### src/rtl/dmem_pkg.sv
// Shared types and constants for the byte-serial data-memory controller.
package dmem_pkg;

   typedef enum logic [1:0] {IDLE, WAIT, XFER, RESP} state_t;

   localparam int BYTES_PER_WORD = 4;

   // Big-endian: byte 0 of a transfer is the word's top lane, so lane k sits 8k bits below it.
   localparam int MSB_LANE_LSB = 8 * (BYTES_PER_WORD - 1);

   function automatic logic [7:0] word_lane(input logic [31:0] word, input logic [1:0] k);
      return word[MSB_LANE_LSB - 8 * int'(k) +: 8];
   endfunction

endpackage

### src/rtl/dmem_byte_array.sv
// Byte-wide storage: one synchronous write port, one combinational read port
// and one combinational debug peek port. Contents are not cleared by reset.
module dmem_byte_array #(
   parameter int DEPTH  = 32,
   parameter int ADDR_W = 5
) (
   input  logic              clk,
   input  logic              we,
   input  logic [ADDR_W-1:0] waddr,
   input  logic [7:0]        wdata,
   input  logic [ADDR_W-1:0] raddr,
   output logic [7:0]        rdata,
   input  logic [ADDR_W-1:0] dbg_addr,
   output logic [7:0]        dbg_byte
);

   logic [7:0] mem [DEPTH];

   always_ff @(posedge clk) begin
      if (we) begin
         mem[waddr] <= wdata;
      end
   end

   assign rdata    = mem[raddr];
   assign dbg_byte = mem[dbg_addr];

endmodule

### src/rtl/dmem_ctrl.sv
// Handshaked data-memory controller: accepts one word request at a time and
// moves it byte-serially (big-endian) through the byte array.
module dmem_ctrl
   import dmem_pkg::*;
#(
   parameter int DEPTH       = 32,
   parameter int ADDR_W      = 5,
   parameter int WAIT_CYCLES = 0
) (
   input  logic              clk,
   input  logic              rst_n,
   input  logic              req_valid,
   output logic              req_ready,
   input  logic              req_we,
   input  logic [ADDR_W-1:0] req_addr,
   input  logic [31:0]       req_wdata,
   output logic              rsp_valid,
   output logic [31:0]       rsp_rdata,
   output logic              busy,
   input  logic [ADDR_W-1:0] dbg_addr,
   output logic [7:0]        dbg_byte
);

   localparam logic [3:0] WAIT_LAST = (WAIT_CYCLES > 0) ? 4'(WAIT_CYCLES - 1) : 4'd0;
   localparam logic [1:0] LAST_BYTE = 2'(BYTES_PER_WORD - 1);

   state_t            state_q;
   state_t            state_d;
   logic [ADDR_W-1:0] addr_q;
   logic              we_q;
   logic [31:0]       wdata_q;
   logic [1:0]        byte_cnt;
   logic [3:0]        wait_cnt;
   logic [23:0]       rd_shift;
   logic [ADDR_W-1:0] xfer_addr;
   logic [7:0]        wr_byte;
   logic [7:0]        rd_byte;
   logic              mem_we;
   logic              accept;

   assign accept    = req_valid && req_ready;
   assign req_ready = (state_q == IDLE);
   assign busy      = (state_q != IDLE);
   assign rsp_valid = (state_q == RESP);

   // Power-of-two depth makes the address sum wrap silently at the array end.
   assign xfer_addr = addr_q + ADDR_W'(byte_cnt);
   assign wr_byte   = word_lane(wdata_q, byte_cnt);

   always_ff @(posedge clk or negedge rst_n) begin
      if (!rst_n) begin
         state_q <= IDLE;
      end else begin
         state_q <= state_d;
      end
   end

   always_comb begin
      state_d = state_q;
      mem_we  = 1'b0;
      case (state_q)
         IDLE: begin
            if (accept) begin
               state_d = (WAIT_CYCLES > 0) ? WAIT : XFER;
            end
         end
         WAIT: begin
            if (wait_cnt == WAIT_LAST) begin
               state_d = XFER;
            end
         end
         XFER: begin
            mem_we = we_q;
            if (byte_cnt == LAST_BYTE) begin
               state_d = RESP;
            end
         end
         RESP:    state_d = IDLE;
         default: state_d = IDLE;
      endcase
   end

   // Operands are captured once at accept so the core may move on immediately;
   // load bytes shift in MSB-first and the result lands as RESP is entered.
   always_ff @(posedge clk or negedge rst_n) begin
      if (!rst_n) begin
         addr_q    <= '0;
         we_q      <= 1'b0;
         wdata_q   <= '0;
         byte_cnt  <= '0;
         wait_cnt  <= '0;
         rd_shift  <= '0;
         rsp_rdata <= '0;
      end else begin
         case (state_q)
            IDLE: begin
               if (accept) begin
                  addr_q   <= req_addr;
                  we_q     <= req_we;
                  wdata_q  <= req_wdata;
                  byte_cnt <= '0;
                  wait_cnt <= '0;
               end
            end
            WAIT: wait_cnt <= wait_cnt + 4'd1;
            XFER: begin
               byte_cnt <= byte_cnt + 2'd1;
               rd_shift <= {rd_shift[15:0], rd_byte};
               if (byte_cnt == LAST_BYTE) begin
                  rsp_rdata <= we_q ? 32'd0 : {rd_shift, rd_byte};
               end
            end
            default: ;
         endcase
      end
   end

   dmem_byte_array #(
      .DEPTH  (DEPTH),
      .ADDR_W (ADDR_W)
   ) u_array (
      .clk      (clk),
      .we       (mem_we),
      .waddr    (xfer_addr),
      .wdata    (wr_byte),
      .raddr    (xfer_addr),
      .rdata    (rd_byte),
      .dbg_addr (dbg_addr),
      .dbg_byte (dbg_byte)
   );

endmodule

### config.mk
export PLATFORM = sky130hd
export DESIGN_NAME = dmem_ctrl
export DESIGN_NICKNAME = d
export VERILOG_FILES = /design/src/rtl/dmem_pkg.sv /design/src/rtl/dmem_byte_array.sv /design/src/rtl/dmem_ctrl.sv
export SDC_FILE = /design/constraint.sdc
export NUM_CORES = 1
export LEC_CHECK = 0
export BUFFER_PORTS_ARGS = -buffer_cell sky130_fd_sc_hd__buf_2
export CAP_MARGIN = 20
export CORE_ASPECT_RATIO = 1.2
export CORE_MARGIN = 5
export CORE_UTILIZATION = 45
export DETAILED_ROUTE_END_ITERATION = 12
export GPL_TIMING_DRIVEN = 0
export PLACE_DENSITY_LB_ADDON = 0.15
export SLEW_MARGIN = 20
export SYNTH_ARGS = -nofsm -noshare
export SYNTH_HDL_FRONTEND = slang
export SYNTH_SLANG_ARGS = --single-unit
### constraint.sdc
create_clock -name clk -period 2.8 [get_ports clk]
set_clock_uncertainty 0.1 [all_clocks]
set_input_delay 0.14 -clock clk [delete_from_list [all_inputs] [get_ports clk]]
set_output_delay 0.14 -clock clk [all_outputs]
set_load 0.05 [all_outputs]
==> metrics.md <==
| Metric | Value |
|---|---|
| Status | complete, but fails checks |
| Failing checks | negative setup slack |
| Fin crit period | roughly 3.1 ns |
| Proportion of synthesized flip-flops having asynchronous set or reset | roughly 28% |
| Clock latency at the later pin of the worst-skew pair | 0.56 ns |
| Required time at the endpoint of the critical path | 3.14 ns |
| Hold Crit Class | in2async |
| Seq. cell area | 0.0102 mm2 |
| Highest fanout seen on the critical path | 7 |
| Worst path setup slack after routing | -0.307 ns |
| Count of standard-cell rows | 77 |
| Worst R2R Setup Slack | -0.31 ns |
| Port Buffers | 83 |
| Global placement routability congestion | 0.936 |
| Type of element launching the critical path | register |
| Final global-route overflow total | 0 |
| Total number of nets in the final design | between 1.5k and 2k |
| Number of cells on the worst reg-to-reg path | 12 |
| Fin crit share | 111% |
| Yosys warnings | 0 |
| Highest clock frequency the design can meet | 322 MHz |
| Post-DRT Antenna Nets | 0 |
| Syn_area_per_cell | 13.8 um2 |
| Register bit count reported by yosys | between 300 and 400 |
| Layout cells sized above 1 | 35.8% |
| FILL cells | 2742 |
| Deepest clock path buffer count | 3 |
| Max-slew violation count | 0 |
| Final Hold Viols | 0 |
| Overall die area | 0.0411 mm2 |
| Synth area leader | sky130_fd_sc_hd__edfxtp_1 |
| Largest cells by area after synthesis | sky130_fd_sc_hd__edfxtp_1 46%, sky130_fd_sc_hd__dfrtp_1 15%, sky130_fd_sc_hd__mux4_2 12%, sky130_fd_sc_hd__nand2_1 4.8%, sky130_fd_sc_hd__mux2i_1 4.3% |
| Sequential cell area fraction in the yosys report | between 60% and 70% |
| Largest net degree at the start of global routing | 55 |
| Global-route usage over all layers | 28.1% |
| Vias | between 10k and 15k |
| Die width | 186 um |
| Share of the synthesized area in the top cell type | between 40% and 50% |
| Worst reg2reg startpoint | byte_cnt[0] |
| Initial antenna violation count | 2 |
| Commonest cells in the netlist | 256 x sky130_fd_sc_hd__edfxtp_1, 212 x sky130_fd_sc_hd__nand2_1, 102 x sky130_fd_sc_hd__dfrtp_1 |
| Number of primary I/O pins | 89 |
| Endpoint of the lowest-slack register-to-register path | rsp_rdata[6] |
| Clock tree from TritonCTS | yes |
| Cts bufs inserted | 37 |
| 1st-iter DRT viols | 1403 |
| Detail Placement HPWL | 36400 um |
| Synthesized area | 0.0167 mm2 |
| Die Y-Extent | 221 um |
| Cell with the most instances after synthesis | sky130_fd_sc_hd__edfxtp_1 |
| Tightest slew margin relative to the limit | 26.5% |
| Arrival time of the worst setup path | roughly 3.5 ns |
| Main flop type after synthesis | sky130_fd_sc_hd__edfxtp_1 |
| Setup CP Type | reg2reg |
| Total length of routed wires | ~58000 um |
| Net count after synthesis | 1263 |
| Area of the multi-input gates | 0.00728 mm2 |
| Via count of the first global-routing pass | around 13k |
| Core area | 0.0368 mm2 |
| Number of synthesized flops with an enable pin | 256 |
| RSZ-0062 raised after global routing | true |
| Max-capacitance violation count | 0 |
| Count of final setup violators | 145 |
| Gate Count Post-Synth | 1211 |
| Number of optimization iterations in the first detailed-route pass | 5 |
| DRC violation count after routing | 0 |
| Finished Core Util | 60.5% |
| Register clock-pin slew on the reported worst setup and hold paths | 0.06 ns |
| Clock tree root driver cell | sky130_fd_sc_hd__clkbuf_16 |
| Slew of the pin with the lowest slew margin | 1.10 ns |
| Cell variety after synth | 39 |
| Effective utilization at floorplan | 45.4% |
| Mean routed wirelength per cell | 29.5 um |
| Clock sink total | 358 |
| Type of destination of the critical path | register |
| Area delta synth->final | 33.3% |
| First-pass GRT wire length | 85000 um |
| Max H-tree Level | 2 |
| Via-per-instance ratio | 6.32 |
-- cells by family (layout without fill, tap and decap cells) --
logic type	Yosys count	count (layout)	synth area share [%]
buffers and inverters	100	387	2.74
XOR/XNOR	4	4	0.300
AND/OR/NAND/NOR	440	440	12.6
other	0	1	0
adder cells (fa/ha/maj)	6	6	0.494
multiplexers	168	168	16.7
flip-flops	358	358	61.3
AO/OA/AOI/OAI	135	135	5.83
-- stage by stage --
step / cells / area, um2 / hold slack, ns / worst slack [ns] / setup TNS (ns)
after floorplan: 1211 / 16700 / -0.256 / -0.0267 / -2.91
after global placement: 1768 / 17700 / 0.231 / -1.18 / -242.49
after detailed placement: 1769 / 17800 / 0.0136 / -1.23 / -248.94
after CTS: 1939 / 21700 / 0.0199 / -0.232 / -2.86
after global routing: 1973 / 22300 / 0.0689 / -0.337 / -15.05
final: 1973 / 22300 / 0.0124 / -0.307 / -9.79
-- placed cells by master, fill, tap and decap left out, types with 13 or more instances in the layout --
cell,n
sky130_fd_sc_hd__a2111oi_0,13
sky130_fd_sc_hd__a2111oi_2,30
sky130_fd_sc_hd__and3_1,53
sky130_fd_sc_hd__buf_12,50
sky130_fd_sc_hd__buf_2,78
sky130_fd_sc_hd__buf_4,60
sky130_fd_sc_hd__buf_6,15
sky130_fd_sc_hd__clkbuf_1,43
sky130_fd_sc_hd__clkbuf_16,39
sky130_fd_sc_hd__dfrtp_1,102
sky130_fd_sc_hd__dlygate4sd3_1,40
sky130_fd_sc_hd__edfxtp_1,256
sky130_fd_sc_hd__mux2i_1,70
sky130_fd_sc_hd__mux4_2,88
sky130_fd_sc_hd__nand2_1,208
sky130_fd_sc_hd__nand2b_1,26
sky130_fd_sc_hd__nor2_4,34
sky130_fd_sc_hd__nor2b_1,57
sky130_fd_sc_hd__nor4_4,16
sky130_fd_sc_hd__o21ai_0,31
-- routing by layer --
layer | vias to the layer above | GRT usage (%) | wire, um
met2 | 776 | 45.0 | 27500
met4 | 2 | 14.4 | 3980
li1 | 5166 | - | -
met1 | 6289 | 36.5 | 21000
met3 | 242 | 5.22 | 5670
met5 | - | 0 | 14
-- sequential cells by signal, summed over array words and instances, names as in the netlist --
| signal | cells |
|---|---|
| wait_cnt | 4 |
| we_q | 1 |
| rd_shift | 24 |
| wdata_q | 32 |
| u_array.mem | 256 |
| rsp_rdata | 32 |
| byte_cnt | 2 |
| state_q | 2 |
| addr_q | 5 |
-- critical path, cell delays in order (launching register included) --
cell and delay, ns:
sky130_fd_sc_hd__dfrtp_1 0.39, sky130_fd_sc_hd__ha_2 0.20, sky130_fd_sc_hd__fa_2 0.44, sky130_fd_sc_hd__buf_12 0.16
sky130_fd_sc_hd__buf_4 0.14, sky130_fd_sc_hd__buf_12 0.12, sky130_fd_sc_hd__buf_12 0.14, sky130_fd_sc_hd__buf_8 0.12
sky130_fd_sc_hd__mux2i_1 0.12, sky130_fd_sc_hd__and3_1 0.18, sky130_fd_sc_hd__nor4_4 0.47, sky130_fd_sc_hd__o22ai_2 0.17
sky130_fd_sc_hd__o31ai_1 0.23
-- repair_timing --
| item | CTS | global route |
|---|---|---|
| hold buffers | 40 | 0 |
| hold endpoints to repair | 142 | 0 |
| gates resized for setup | 351 | 61 |
| pin swaps | 75 | 35 |
| cloned | 3 | 0 |
| endpoints found under the setup margin | 280 | 272 |
| buffers inserted | 66 | 34 |
-- cell type report --
cell class / instances / area share [%]
diodes: 1 / 0.0112
multi-input cells: 753 / 32.7
clock buffers: 52 / 4.78
plain buffers: 93 / 3.30
well taps: 474 / 2.66
repair buffers: 225 / 9.99
inverters: 4 / 0.0674
flip-flops and latches: 358 / 46.0
clock inverters: 13 / 0.517
-- worst max path at each step --
stage	start	to	slack (ns)	depth (start not counted)
after global placement	byte_cnt[0]	rsp_rdata[4]	-1.18	9
after floorplan	byte_cnt[0]	u_array.mem[10][0]	-0.03	8
after CTS	addr_q[0]	rd_shift[4]	-0.23	10
after detailed placement	byte_cnt[0]	rd_shift[4]	-1.23	9
after global routing	byte_cnt[0]	rsp_rdata[2]	-0.34	11
final	byte_cnt[0]	rsp_rdata[6]	-0.31	12
Power is not shown: default switching activity piles up to over one toggle a cycle in this logic, so the estimate is an artifact.
